===== config.mk =====
export PLATFORM = sky130hd
export DESIGN_NAME = mem_port_arbiter
export DESIGN_NICKNAME = d
export VERILOG_FILES = /design/src/rtl/mem_port_arbiter.sv
export SDC_FILE = /design/constraint.sdc
export NUM_CORES = 1
export LEC_CHECK = 0
export ABC_AREA = 1
export CAP_MARGIN = 25
export CORE_MARGIN = 2
export CORE_UTILIZATION = 39
export DETAILED_ROUTE_END_ITERATION = 16
export MAX_ROUTING_LAYER = met4
export PLACE_DENSITY = 0.76
export SYNTH_ARGS = -nofsm -noshare
export SYNTH_HDL_FRONTEND = slang
export SYNTH_SLANG_ARGS = --single-unit

===== constraint.sdc =====
create_clock -name clk -period 1.2 [get_ports clk]
set_input_delay 0.24 -clock clk [delete_from_list [all_inputs] [get_ports clk]]
set_output_delay 0.24 -clock clk [all_outputs]
set_load 0.02 [all_outputs]

===== src/rtl/mem_port_arbiter.sv =====
// mem_port_arbiter
//   Sequences and arbitrates the CPU's single-port data memory between the
//   core load/store path and a DMA/loader requester. Each access runs as an
//   IDLE -> ACCESS -> ACK transaction; the core is stalled until its access
//   retires, and core loads return to the register file as a load_en pulse.
//
// Parameters
//   MEM_LAT    : cycles from mem_re rise to valid mem_rdata (1..7)
//   STARVE_LIM : consecutive core grants allowed while DMA waits (1..15)
//
// Ports
//   clk, rst_n                       : clock, async active-low reset
//   core_req/we/addr/wdata           : core request, held until core_ack
//   core_ack, core_stall             : core retire pulse, PC hold
//   load_en, load_data               : register-file load pulse and byte
//   dma_req/we/addr/wdata            : DMA request, held until dma_ack
//   dma_ack, dma_rdata               : DMA retire pulse and read byte
//   mem_addr, mem_wdata, mem_we,
//   mem_re, mem_rdata                : single-port memory interface
//   busy                             : transaction in progress
module mem_port_arbiter #(
  parameter int unsigned MEM_LAT    = 2,
  parameter int unsigned STARVE_LIM = 4
) (
  input  logic       clk,
  input  logic       rst_n,
  input  logic       core_req,
  input  logic       core_we,
  input  logic [7:0] core_addr,
  input  logic [7:0] core_wdata,
  output logic       core_ack,
  output logic       core_stall,
  output logic       load_en,
  output logic [7:0] load_data,
  input  logic       dma_req,
  input  logic       dma_we,
  input  logic [7:0] dma_addr,
  input  logic [7:0] dma_wdata,
  output logic       dma_ack,
  output logic [7:0] dma_rdata,
  output logic [7:0] mem_addr,
  output logic [7:0] mem_wdata,
  output logic       mem_we,
  output logic       mem_re,
  input  logic [7:0] mem_rdata,
  output logic       busy
);

  typedef enum logic [1:0] {
    S_IDLE,
    S_ACCESS,
    S_ACK
  } state_t;

  localparam logic [2:0] READ_WAIT  = 3'(MEM_LAT - 1);
  localparam logic [3:0] STARVE_MAX = 4'(STARVE_LIM);

  state_t     r_state;
  state_t     w_next;

  logic       r_owner_dma;
  logic       r_we;
  logic [7:0] r_addr;
  logic [7:0] r_wdata;
  logic [2:0] r_wait_cnt;
  logic [3:0] r_starve_cnt;
  logic [7:0] r_load_data;
  logic [7:0] r_dma_rdata;

  logic       w_grant;
  logic       w_grant_dma;
  logic       w_sel_we;
  logic [7:0] w_sel_addr;
  logic [7:0] w_sel_wdata;
  logic       w_access_done;
  logic       w_core_ack;

  // Arbitration: core wins ties unless DMA has waited through STARVE_LIM
  // consecutive core grants.
  always_comb begin
    w_grant       = (r_state == S_IDLE) && (core_req || dma_req);
    w_grant_dma   = dma_req && (!core_req || (r_starve_cnt == STARVE_MAX));
    w_sel_we      = w_grant_dma ? dma_we    : core_we;
    w_sel_addr    = w_grant_dma ? dma_addr  : core_addr;
    w_sel_wdata   = w_grant_dma ? dma_wdata : core_wdata;
    w_access_done = (r_state == S_ACCESS) && (r_wait_cnt == '0);
  end

  // State register
  always_ff @(posedge clk or negedge rst_n) begin
    if (!rst_n) begin
      r_state <= S_IDLE;
    end else begin
      r_state <= w_next;
    end
  end

  // Next-state logic
  always_comb begin
    w_next = r_state;
    unique case (r_state)
      S_IDLE:   if (w_grant) w_next = S_ACCESS;
      S_ACCESS: if (r_wait_cnt == '0) w_next = S_ACK;
      S_ACK:    w_next = S_IDLE;
      default:  w_next = S_IDLE;
    endcase
  end

  // Transaction datapath: latched request, latency and starvation counters,
  // read-data holding registers.
  always_ff @(posedge clk or negedge rst_n) begin
    if (!rst_n) begin
      r_owner_dma  <= 1'b0;
      r_we         <= 1'b0;
      r_addr       <= '0;
      r_wdata      <= '0;
      r_wait_cnt   <= '0;
      r_starve_cnt <= '0;
      r_load_data  <= '0;
      r_dma_rdata  <= '0;
    end else begin
      if (w_grant) begin
        r_owner_dma <= w_grant_dma;
        r_we        <= w_sel_we;
        r_addr      <= w_sel_addr;
        r_wdata     <= w_sel_wdata;
        r_wait_cnt  <= w_sel_we ? '0 : READ_WAIT;
        if (w_grant_dma || !dma_req) begin
          r_starve_cnt <= '0;
        end else if (r_starve_cnt != STARVE_MAX) begin
          r_starve_cnt <= r_starve_cnt + 4'd1;
        end
      end else if ((r_state == S_ACCESS) && (r_wait_cnt != '0)) begin
        r_wait_cnt <= r_wait_cnt - 3'd1;
      end

      if (w_access_done && !r_we) begin
        if (r_owner_dma) begin
          r_dma_rdata <= mem_rdata;
        end else begin
          r_load_data <= mem_rdata;
        end
      end
    end
  end

  // Outputs. The memory address/data buses come straight from the latched
  // request registers, which only change on a grant, so they hold their last
  // value outside ACCESS.
  always_comb begin
    mem_we     = 1'b0;
    mem_re     = 1'b0;
    w_core_ack = 1'b0;
    dma_ack    = 1'b0;
    load_en    = 1'b0;
    unique case (r_state)
      S_ACCESS: begin
        mem_we = r_we;
        mem_re = !r_we;
      end
      S_ACK: begin
        w_core_ack = !r_owner_dma;
        dma_ack    = r_owner_dma;
        load_en    = !r_owner_dma && !r_we;
      end
      default: ;
    endcase
    core_ack   = w_core_ack;
    core_stall = core_req && !w_core_ack;
    busy       = (r_state != S_IDLE);
    mem_addr   = r_addr;
    mem_wdata  = r_wdata;
    load_data  = r_load_data;
    dma_rdata  = r_dma_rdata;
  end

endmodule


==> results.yml <==
outcome:
  status: "complete, but fails checks"
  violations: "setup timing"
route:
  drc: 0
  routed_wl_mm: 6.496
  ant_nets: 0
  drtIter0Drc: 84
  post_drt_wl_per_cell_um: 15.43
  vias: 2103
  drtPass1Iterations: 4
  vias_per_cell: 4.995
grt:
  grt_max_degree: 44
  antenna_found_initial: 0
  grt_pass1_vias: 2155
  grt_use_total_pct: 22.75
  grt_pass1_wl_mm: 10.47
  grt_remaining_overflow: 0
finish:
  antenna-diode-count: 0
  most-common-layout-cells: "clkdlybuf4s50_1 (44), dfrtp_1 (41), buf_2 (33), buf_4 (29), a21oi_1 (26)"
  drive_gt1_share_pct: 46.72
  area_growth_pct: 71.06
  num-fill-cells: 434
  mostFrequentLayoutCell: "clkdlybuf4s50_1"
  instances_no_fill: 421
  fin_nets: 400
pwr:
  p_leak_uw: 0.001599
  ir_drop_v: 0.001381
  power_density_mw_per_mm2: 2634
  power_uw: 9448
critical_path:
  worstPathMaxFanout: 5
  endpoint: "r_we"
  regToRegEndpoint: "r_we"
  slowest_delay_ps: 370
  crit_type: "reg -> reg"
  critPathLaunch: "r_state[1]"
  endpoint_kind: "flop"
  timing.critical_path.mode_cell: "buf_4"
  path_delay_family: "buffers and inverters"
  worstPathArrival_ps: 1710
  critPathLaunchType: "flop"
  reg2reg_depth: 9
  cp_num_cells: 9
  critPathSlowestCell: "dfrtp_1"
  r2r_start: "r_state[1]"
  crit_buf_inv: 6
  crit_path_cell_trace: "buf_4 > buf_4 > nor2_4 > buf_6 > o21ai_4 > clkinv_4 > buf_6 > buf_4 > o21a_1"
  reg2reg_slack_ps: -310
  cp.required_ps: 1400
clock_tree:
  clock_latency_ps: 300
  ctsLongestPathBuffers: 2
  ctsRootBufferMaster: "clkbuf_8"
  clkTransAtPathRegs_ps: 90
  cts_tree: "done"
  cts_buffers: 5
  cts_sinks: 43
  cts_max_level: 2
die:
  dieArea_mm2: 0.005979
  coreArea_mm2: 0.005140
  die_h_um: 77.33
  start_util_pct: 40.80
  core.rowCount: 26
  die_w_um: 77.33
  num_io_pins: 85
timing:
  slew_headroom_pct: 83.65
  worst_pin_slew_ps: 245.3
  worst_slack_ps: -314.7
  slew_violations: 0
  fin_setup_tns_ps: -11110
  fmax_ghz: 0.6602
  clock_skew_ps: 7.226
  fin_crit_ps: 1515
  rsz0062_at_grt: "yes"
  layout_worst_path_cycle_share_pct: 126.2
  hold_violations: 0
  setup_violations: 49
place:
  dpl_worst_slack_ps: -512.1
  dp_cells: 395
  gp_congestion: 0.8162
  port_buffers: 84
  post-dp-hpwl_mm: 4.042
yosys:
  syn-instance-count: 222
  synth.avg_cell_area_um2: 9.446
  synth_area_leader_cell: "dfrtp_1"
  synthXorXnorAreaFrac_pct: 0.4177
  yosysUniqueCellTypes: 27
  synth_nets: 272
  ys_seq_area_share_pct: 51.31
  synth_compound_area_share_pct: 17.72
  synthAdderAreaFrac_pct: 2.387
  synth_seq_cells: 43
  ys.warnings.count: 0
  synth_top_area_share_pct: 51.31
  synth_simple_gate_area_share_pct: 20.58
  syn_area_mm2: 0.002097
  synth_mux_area_share_pct: 0
  synthTopCellsByArea: "dfrtp_1 (51%), a21oi_1 (8.1%), o21ai_2 (6.7%)"
  synth_top_family_by_area: "simple AND/OR/NAND/NOR gates"
flow_run:
  maxCapViolations: 0
min_path:
  hold_class: "in -> async"
[metrics by stage]
| stage | area, um2 | hold slack [ps] | utilization [%] |
|---|---|---|---|
| floorplan | 2133 | -55.59 | - |
| global placement | 3232 | 238.2 | 62.88 |
| detailed placement | 3232 | 236.4 | 62.88 |
| CTS | 3674 | 453.3 | 71.47 |
| global route | 3587 | 464.8 | 69.79 |
| finish | 3587 | 436.6 | 69.79 |
[repair_timing]
action / CTS / global route
pin swaps: 14 / 7
cloned: 5 / 0
hold buffers: 1 / 0
buffers inserted: 9 / 4
endpoints found under the setup margin: 81 / 79
hold endpoints to repair: 43 / 0
resized for setup: 176 / 51
[worst min path at each step]
| stage | endpoint | cells past startpoint | from |
|---|---|---|---|
| after floorplan | dma_rdata[0] | 0 | rst_n |
| after global placement | mem_wdata[0] | 2 | rst_n |
| after detailed placement | mem_wdata[0] | 2 | rst_n |
| after CTS | mem_wdata[0] | 3 | rst_n |
| after global routing | mem_wdata[0] | 3 | rst_n |
| final | mem_wdata[0] | 3 | rst_n |
[Yosys cell counts]
library cell	number
dfrtp_1	43
a21oi_1	34
nor2_1	24
inv_1	21
nand2_1	21
nand3_1	21
o21ai_2	16
buf_2	4
ha_1	4
nand2_2	4
buf_4	3
buf_6	3
nand2_4	3
nor3_1	3
o21ai_0	3
nand3_4	2
o21ai_1	2
o22ai_1	2
inv_2	1
nand3_2	1
nand4_1	1
nor2_2	1
nor2_8	1
o21a_1	1
o21ai_4	1
or2_2	1
xor2_1	1
[layer usage]
layer / global-route usage (%) / share of wire, %
met5: - / 0
met3: 5.294 / 5.2
met4: 4.821 / 1.4
met2: 40.00 / 52
met1: 26.58 / 41
[tightest hold or removal path: cells and delay by family]
family                 cells  cell delay [ps]
buffers and inverters      3              880
[logic make-up after synthesis]
family                   Yosys count
flip-flops                        43
adder cells (fa/ha/maj)            4
buffers and inverters             32
AND/OR/NAND/NOR                   83
AO/OA/AOI/OAI                     59
XOR/XNOR                           1
[power by group]
| group | leakage [uW] | internal (uW) | total [uW] | switching, uW |
|---|---|---|---|---|
| sequential | 0.000501 | 2140 | 2570 | 433 |
| clock | 0.0000612 | 674 | 1190 | 513 |
| combinational | 0.00104 | 2600 | 5690 | 3090 |
[final cells by class]
cell class / count / area, um2 / share of cell area [%]
Clock inverter: 2 / 35.03 / 0.9766
Timing Repair Buffer: 127 / 1110 / 30.94
Sequential cell: 43 / 1079 / 30.07
Multi-Input combinational cell: 151 / 1106 / 30.83
Tap cell: 70 / 87.58 / 2.442
Inverter: 22 / 87.58 / 2.442
Clock buffer: 6 / 82.58 / 2.302
[sequential cells by signal (all words and copies together) (netlist names)]
signal,flops
r_we,1
mem_addr,8
dma_rdata,8
r_wait_cnt,3
r_owner_dma,1
load_data,8
r_starve_cnt,4
mem_wdata,8
r_state,2
Power figures use the tool's default switching activity.
